===== src/rtl/is_calc_fsm_pkg.sv =====
// Shared types and constants for the UART calculator engine: FSM states, operations,
// ASCII control bytes and the message ROM layout (inclusive start/end per message).
package is_pkg_uart_controller;

  typedef enum logic [2:0] {
    S_DIG, S_CR, S_LF, S_CALC, S_RES, S_EOL, S_EREQ, S_ESEND
  } state_f;

  typedef enum logic [1:0] {
    OP_ADD = 2'b00,
    OP_SUB = 2'b01,
    OP_XOR = 2'b10,
    OP_AND = 2'b11
  } op_mode;

  localparam logic [7:0] CR  = 8'h0D;
  localparam logic [7:0] LF  = 8'h0A;
  localparam logic [7:0] ESC = 8'h1B;

  localparam int START_EADDR_OP_F  = 0;
  localparam int END_EADDR_OP_F    = 12;
  localparam int START_EADDR_PR    = 13;
  localparam int END_EADDR_PR      = 22;
  localparam int START_EADDR_FR    = 23;
  localparam int END_EADDR_FR      = 31;
  localparam int START_EADDR_FR_PR = 32;
  localparam int END_EADDR_FR_PR   = 47;

  // sel = {frame_err, parity_err}
  function automatic int msg_start(input logic [1:0] sel);
    case (sel)
      2'b00:   return START_EADDR_OP_F;
      2'b01:   return START_EADDR_PR;
      2'b10:   return START_EADDR_FR;
      default: return START_EADDR_FR_PR;
    endcase
  endfunction

  function automatic int msg_end(input logic [1:0] sel);
    case (sel)
      2'b00:   return END_EADDR_OP_F;
      2'b01:   return END_EADDR_PR;
      2'b10:   return END_EADDR_FR;
      default: return END_EADDR_FR_PR;
    endcase
  endfunction

endpackage


===== src/rtl/is_calc_fsm_hex_codec.sv =====
// Combinational hex codec: ASCII char to nibble (with valid flag) and nibble to
// uppercase ASCII. Both directions are independent; no state, zero latency.
module is_hex_codec #(
  parameter int W = 8
) (
  input  logic [W-1:0] asc_in,
  output logic [3:0]   nib_out,
  output logic         nib_ok,
  input  logic [3:0]   nib_in,
  output logic [W-1:0] asc_out
);

  always_comb begin
    nib_out = 4'h0;
    nib_ok  = 1'b0;
    if (asc_in >= W'(8'h30) && asc_in <= W'(8'h39)) begin
      nib_out = 4'(asc_in - W'(8'h30));
      nib_ok  = 1'b1;
    end else if (asc_in >= W'(8'h41) && asc_in <= W'(8'h46)) begin
      nib_out = 4'(asc_in - W'(8'h37));
      nib_ok  = 1'b1;
    end else if (asc_in >= W'(8'h61) && asc_in <= W'(8'h66)) begin
      nib_out = 4'(asc_in - W'(8'h57));
      nib_ok  = 1'b1;
    end
  end

  assign asc_out = (nib_in < 4'd10) ? W'(8'h30) + W'(nib_in) : W'(8'h37) + W'(nib_in);

endmodule


===== src/rtl/is_calc_fsm.sv =====
// Command engine: collects an N_DIG-digit hex operand + CR LF, folds it into the accumulator
// with the selected op, and replies with the result in hex or a ROM error message.
module is_calc_fsm
  import is_pkg_uart_controller::*;
#(
  parameter int DATA_W    = 8,
  parameter int N_DIG     = 4,
  parameter int MEM_WIDTH = 6,
  parameter int ACC_INIT  = 8
) (
  input  logic                 clk_i,
  input  logic                 rst_i,
  input  logic [1:0]           op_mode_i,
  input  logic                 rx_valid_i,
  input  logic [DATA_W+1:0]    rx_data_i,
  output logic                 tx_valid_o,
  output logic [DATA_W-1:0]    tx_data_o,
  input  logic                 tx_rdy_i,
  output logic [MEM_WIDTH-1:0] addr_o,
  input  logic [DATA_W-1:0]    data_i,
  output logic                 busy_o,
  output logic [4*N_DIG-1:0]   acc_o,
  output logic [7:0]           err_cnt_o
);

  localparam int ACC_W = 4 * N_DIG;
  localparam logic [ACC_W-1:0] ACC_RST = ACC_W'(ACC_INIT);

  state_f                 state, state_n;
  logic [3:0]             cnt, cnt_n, idx, idx_n;
  logic [ACC_W-1:0]       opnd, opnd_n, acc, acc_n;
  logic [7:0]             err_cnt, err_n;
  logic [MEM_WIDTH-1:0]   addr, addr_n, eend, eend_n;
  logic                   rej;

  logic                   fe, pe;
  logic [DATA_W-1:0]      rx_byte;
  logic [3:0]             rx_nib, tx_nib;
  logic                   rx_hex;
  logic [DATA_W-1:0]      tx_asc;
  logic [DATA_W-1:0]      dec_asc_unused;
  logic [3:0]             enc_nib_unused;
  logic                   enc_ok_unused;

  assign {fe, pe, rx_byte} = rx_data_i;
  assign tx_nib = 4'(acc >> (4 * (N_DIG - 1 - int'(idx))));

  is_hex_codec #(.W(DATA_W)) u_dec (
    .asc_in (rx_byte),
    .nib_out(rx_nib),
    .nib_ok (rx_hex),
    .nib_in (4'h0),
    .asc_out(dec_asc_unused)
  );

  is_hex_codec #(.W(DATA_W)) u_enc (
    .asc_in ('0),
    .nib_out(enc_nib_unused),
    .nib_ok (enc_ok_unused),
    .nib_in (tx_nib),
    .asc_out(tx_asc)
  );

  always_ff @(posedge clk_i or posedge rst_i) begin
    if (rst_i) begin
      state   <= S_DIG;
      cnt     <= '0;
      idx     <= '0;
      opnd    <= '0;
      acc     <= ACC_RST;
      err_cnt <= '0;
      addr    <= '0;
      eend    <= '0;
    end else begin
      state   <= state_n;
      cnt     <= cnt_n;
      idx     <= idx_n;
      opnd    <= opnd_n;
      acc     <= acc_n;
      err_cnt <= err_n;
      addr    <= addr_n;
      eend    <= eend_n;
    end
  end

  always_comb begin
    state_n    = state;
    cnt_n      = cnt;
    idx_n      = idx;
    opnd_n     = opnd;
    acc_n      = acc;
    err_n      = err_cnt;
    addr_n     = addr;
    eend_n     = eend;
    rej        = 1'b0;
    tx_valid_o = 1'b0;
    tx_data_o  = '0;

    case (state)
      S_DIG, S_CR, S_LF: begin
        // error bits and ESC are decided before any digit/terminator handling
        if (rx_valid_i) begin
          if (fe || pe) begin
            rej = 1'b1;
          end else if (rx_byte == DATA_W'(ESC)) begin
            acc_n   = ACC_RST;
            cnt_n   = '0;
            state_n = S_DIG;
          end else if (state == S_DIG && rx_hex) begin
            opnd_n = (opnd << 4) | ACC_W'(rx_nib);
            if (cnt == 4'(N_DIG - 1)) begin
              cnt_n   = '0;
              state_n = S_CR;
            end else begin
              cnt_n = cnt + 4'd1;
            end
          end else if (state == S_CR && rx_byte == DATA_W'(CR)) begin
            state_n = S_LF;
          end else if (state == S_LF && rx_byte == DATA_W'(LF)) begin
            state_n = S_CALC;
          end else begin
            rej = 1'b1;
          end
        end
        if (rej) begin
          addr_n  = MEM_WIDTH'(msg_start({fe, pe}));
          eend_n  = MEM_WIDTH'(msg_end({fe, pe}));
          err_n   = (err_cnt == 8'hFF) ? err_cnt : err_cnt + 8'd1;
          cnt_n   = '0;
          state_n = S_EREQ;
        end
      end

      S_CALC: begin
        case (op_mode'(op_mode_i))
          OP_ADD:  acc_n = acc + opnd;
          OP_SUB:  acc_n = acc - opnd;
          OP_XOR:  acc_n = acc ^ opnd;
          default: acc_n = acc & opnd;
        endcase
        idx_n   = '0;
        state_n = S_RES;
      end

      S_RES: begin
        tx_valid_o = 1'b1;
        tx_data_o  = tx_asc;
        if (tx_rdy_i) begin
          if (idx == 4'(N_DIG - 1)) begin
            idx_n   = '0;
            state_n = S_EOL;
          end else begin
            idx_n = idx + 4'd1;
          end
        end
      end

      S_EOL: begin
        tx_valid_o = 1'b1;
        tx_data_o  = idx[0] ? DATA_W'(LF) : DATA_W'(CR);
        if (tx_rdy_i) begin
          idx_n = idx[0] ? 4'd0 : 4'd1;
          if (idx[0]) state_n = S_DIG;
        end
      end

      S_EREQ: state_n = S_ESEND;

      S_ESEND: begin
        tx_valid_o = 1'b1;
        tx_data_o  = data_i;
        if (tx_rdy_i) begin
          if (addr == eend) begin
            state_n = S_DIG;
          end else begin
            addr_n  = addr + MEM_WIDTH'(1);
            state_n = S_EREQ;
          end
        end
      end

      default: state_n = S_DIG;
    endcase
  end

  assign busy_o    = (state == S_RES) || (state == S_EOL) || (state == S_EREQ) || (state == S_ESEND);
  assign addr_o    = addr;
  assign acc_o     = acc;
  assign err_cnt_o = err_cnt;

endmodule

===== config.mk =====
export PLATFORM = sky130hd
export DESIGN_NAME = is_calc_fsm
export DESIGN_NICKNAME = d
export VERILOG_FILES = /design/src/rtl/is_calc_fsm_pkg.sv /design/src/rtl/is_calc_fsm_hex_codec.sv /design/src/rtl/is_calc_fsm.sv
export SDC_FILE = /design/constraint.sdc
export NUM_CORES = 1
export LEC_CHECK = 0
export BUFFER_PORTS_ARGS = -buffer_cell sky130_fd_sc_hd__buf_4
export CAP_MARGIN = 30
export CORE_ASPECT_RATIO = 1.1
export CORE_MARGIN = 2
export CORE_UTILIZATION = 59
export DETAILED_ROUTE_END_ITERATION = 10
export PLACE_DENSITY = 0.89
export SKIP_CTS_REPAIR_TIMING = 1
export SLEW_MARGIN = 30
export SYNTH_ARGS = -nofsm -noshare
export SYNTH_HDL_FRONTEND = slang
export SYNTH_SLANG_ARGS = --single-unit

===== constraint.sdc =====
create_clock -name clk_i -period 4.1 [get_ports clk_i]
set_clock_uncertainty 0.1 [all_clocks]
set_input_delay 0.615 -clock clk_i [delete_from_list [all_inputs] [get_ports clk_i]]
set_output_delay 0.615 -clock clk_i [all_outputs]
set_load 0.02 [all_outputs]

==> flow_metrics.env <==
export IMPL_nNetsFinal=706
export IMPL_slowest_delay_ns=0.70
export IMPL_power_per_cell_area_nw_per_um2=679
export IMPL_critical_path_arrival_ns=3.08
export IMPL_synth_seq_cells=63
export IMPL_clock_sinks=63
export IMPL_synth_top_area_share_pct=30.8
export IMPL_grt_max_degree=50
export IMPL_endpoint_kind="output port"
export IMPL_grt_antenna_before_repair=0
export IMPL_fillers=631
export IMPL_synth_xor_area_share_pct=5.03
export IMPL_initial_core_util_pct=60.3
export IMPL_hp_class="in2async"
export IMPL_vias=4761
export IMPL_p_int_w=0.00199
export IMPL_finalCritPeriodShare_pct=92.7
export IMPL_grt_pass1_vias=4569
export IMPL_async_reset_ff_share_pct=100
export IMPL_layout_drive_gt1_share_pct=16.0
export IMPL_static_leakage_power_nw=2.64
export IMPL_cts_buffers=9
export IMPL_vias_per_cell=6.35
export IMPL_tns_ns=0
export IMPL_post_dp_hpwl_um=9610
export IMPL_synth_simple_gate_area_share_pct=17.9
export IMPL_synth_compound_area_share_pct=21.0
export IMPL_drv_slew=0
export IMPL_required_ns=3.38
export IMPL_worst_pin_slew_ns=0.745
export IMPL_seq_area_um2=1580
export IMPL_reg2reg_depth=13
export IMPL_combPwrFrac_pct=57.2
export IMPL_r2r_start="opnd[3]"
export IMPL_setup_violations=0
export IMPL_synth_edff_count=0
export IMPL_p_sw_share_pct=49.0
export IMPL_grt_pass1_wl_um=21600
export IMPL_muxShareOfSynthArea_pct=8.83
export IMPL_pwr_share_clk_pct=13.2
export IMPL_grtUsageTotal_pct=29.0
export IMPL_io_pins=64
export IMPL_clock_root_buffer="clkbuf_8"
export IMPL_rows=35
export IMPL_yosys_area_top_type="dfrtp_1"
export IMPL_cts_tree="yes"
export IMPL_synth_top_family_by_area="compound AO/OA/AOI/OAI gates"
export IMPL_max_freq_mhz=263
export IMPL_place_congestion=0.952
export IMPL_synth_area_um2=5040
export IMPL_cts_path_max_buffers=2
export IMPL_synth_fa_ha_area_share_pct=12.1
export IMPL_dieWidth_um=92.2
export IMPL_insertion_delay_ns=0.36
export IMPL_worstPathCellList="mux4_2 -> o211ai_1 -> mux2_2 -> nor3_1 -> a21oi_1 -> nor2b_1 -> buf_4"
export IMPL_fin_crit_ns=3.80
export IMPL_routed_wirelength_um=13200
export IMPL_r2r_end="acc_o[14]"
export IMPL_drcViolationCount=0
export IMPL_multiInputGateArea_um2=3270
export IMPL_regToRegSetupSlack_ns=0.63
export IMPL_antenna_cells=0
export IMPL_p_sw_w=0.00191
export IMPL_die_area_um2=9310
export IMPL_io_buffers=63
export IMPL_h_tree_depth=3
export IMPL_synth_nets=656
export IMPL_startpoint="idx[0]"
export IMPL_startpoint_type="register"
export IMPL_drtPass1Iterations=5
export IMPL_ys_seq_area_share_pct=31.3
export IMPL_syn_to_final_growth_pct=14.0
export IMPL_worstSetupPathType="reg2out"
export IMPL_grt_setup_unrepaired="false"
export IMPL_cp_max_fo=14
export IMPL_pwr_share_seq_pct=29.5
export IMPL_relSlewSlack_pct=50.3
export IMPL_wire_per_inst_um=17.6
export IMPL_synth_area_leaders="dfrtp_1, ha_1, nand2_1"
export IMPL_die_y_um=101
export IMPL_overflow=0
export IMPL_drv_cap=0
export IMPL_hold_worst_slack_ns=0.244
export IMPL_yosysWarnings=0
export IMPL_core_area_um2=8360
export IMPL_antenna_left=0
export IMPL_ys_flop_type="dfrtp_1"
export IMPL_drt_iter0_drc=365
export IMPL_synth_avg_cell_area_um2=8.64
export IMPL_hold_violations=0
export IMPL_peakVddDrop_v=0.000330
export IMPL_ys_types=67
export IMPL_status="completed"
export IMPL_critPathSlowestCell="dfrtp_1"
export IMPL_synthCells=584
export IMPL_path_clk_slew_ns=0.08
## cell type report
class / count / share of cell area [%]
flip-flops and latches: 63 / 27.4
clock buffers: 9 / 2.15
inverters: 24 / 1.61
clock inverters: 7 / 0.979
repair buffers: 65 / 8.55
well taps: 111 / 2.41
multi-input cells: 471 / 56.9
## per-layer routing
metal  routed length [µm]  up-vias  GRT usage, %
met2                 6230      233          46.5
li1                     -     2225             -
met4                  598        0          16.0
met5                    0        -             0
met1                 5520     2239          37.7
met3                  870       64          4.79
## power groups by stage
stage                     logic, W  clock network, W  registers [W]
after floorplan            0.00148                 0        0.00115
after global placement     0.00209                 0        0.00114
after detailed placement   0.00218                 0        0.00115
after CTS                  0.00220          0.000519        0.00114
after global routing       0.00247          0.000550        0.00118
final                      0.00223          0.000517        0.00115
## flip-flops by register name (all words and copies together) (netlist names)
name and cells:
err_cnt_o 8, opnd 16, idx 4, addr_o 6, eend 6, acc_o 16
state 3, cnt 4
## per-stage QoR
step / instances / utilization [%] / setup slack, ns / total power, W / area [µm²]
after floorplan: 584 / - / 0.791 / 0.00263 / 5040
after global placement: 733 / 66.4 / 0.649 / 0.00322 / 5560
after detailed placement: 733 / 66.5 / 0.462 / 0.00334 / 5560
after CTS: 749 / 68.6 / 0.350 / 0.00387 / 5740
after global routing: 750 / 68.8 / 0.156 / 0.00420 / 5750
final: 750 / 68.8 / 0.300 / 0.00391 / 5750
## Yosys cell counts, types with 2 or more instances
cell	instances
a211oi_1	5
a21boi_1	2
a21o_1	3
a21oi_1	51
a22o_1	4
a311oi_1	2
a31oi_1	6
a41oi_1	2
and2_1	4
and3_1	6
buf_2	2
clkbuf_1	22
dfrtp_1	62
ha_1	47
inv_1	24
mux2_1	8
mux2_2	4
mux2_4	4
mux2i_1	16
mux4_2	4
nand2_1	77
nand2b_1	8
nand3_1	15
nand3b_1	2
nand4_1	2
nor2_1	39
nor2b_1	10
nor3_1	11
nor3b_1	2
nor4b_1	2
o211ai_1	5
o21a_1	5
o21ai_0	31
o21ai_1	17
o21bai_1	3
o221ai_1	6
o31a_1	3
o31ai_1	6
o41ai_1	3
or3_1	5
xnor2_1	17
xor2_1	12
## worst max-delay path: cells and delay by family, from the launching register on
kind / cells / cell delay, ns
flops: 1 / 0.70
mux: 2 / 1.02
simple gates: 2 / 0.37
buf+inv: 1 / 0.18
compound gates: 2 / 0.47
## cells by family (layout without fill, tap and decap cells)
kind of cell | Yosys count | count (layout)
AND/OR/NAND/NOR | 191 | 191
AO/OA/AOI/OAI | 167 | 167
flip-flops | 63 | 63
buffers and inverters | 50 | 105
adder cells (fa/ha/maj) | 48 | 48
multiplexers | 36 | 36
XOR/XNOR | 29 | 29
## cells in the final DEF (no fill, tap or decap), drive strengths merged, types with 6 or more instances in the layout
cell,instances
nand2,77
buf,65
dfrtp,62
a21oi,51
o21ai,49
ha,47
nor2,39
inv,27
xnor2,17
mux2i,16
mux2,16
nand3,15
xor2,12
nor3,11
nor2b,10
clkbuf,9
nand2b,8
o221ai,6
and3,6
o31ai,6
a31oi,6
## how the worst max path moves through the flow
stage	cells after the start	end
6_report	7	tx_data_o[0]
4_1_cts	7	tx_data_o[0]
2_1_floorplan	13	acc_o[15]
3_5_place_dp	12	acc_o[15]
3_3_place_gp	12	acc_o[15]
5_1_grt	7	tx_data_o[0]
Note: power is estimated with default switching activity, not from simulation.
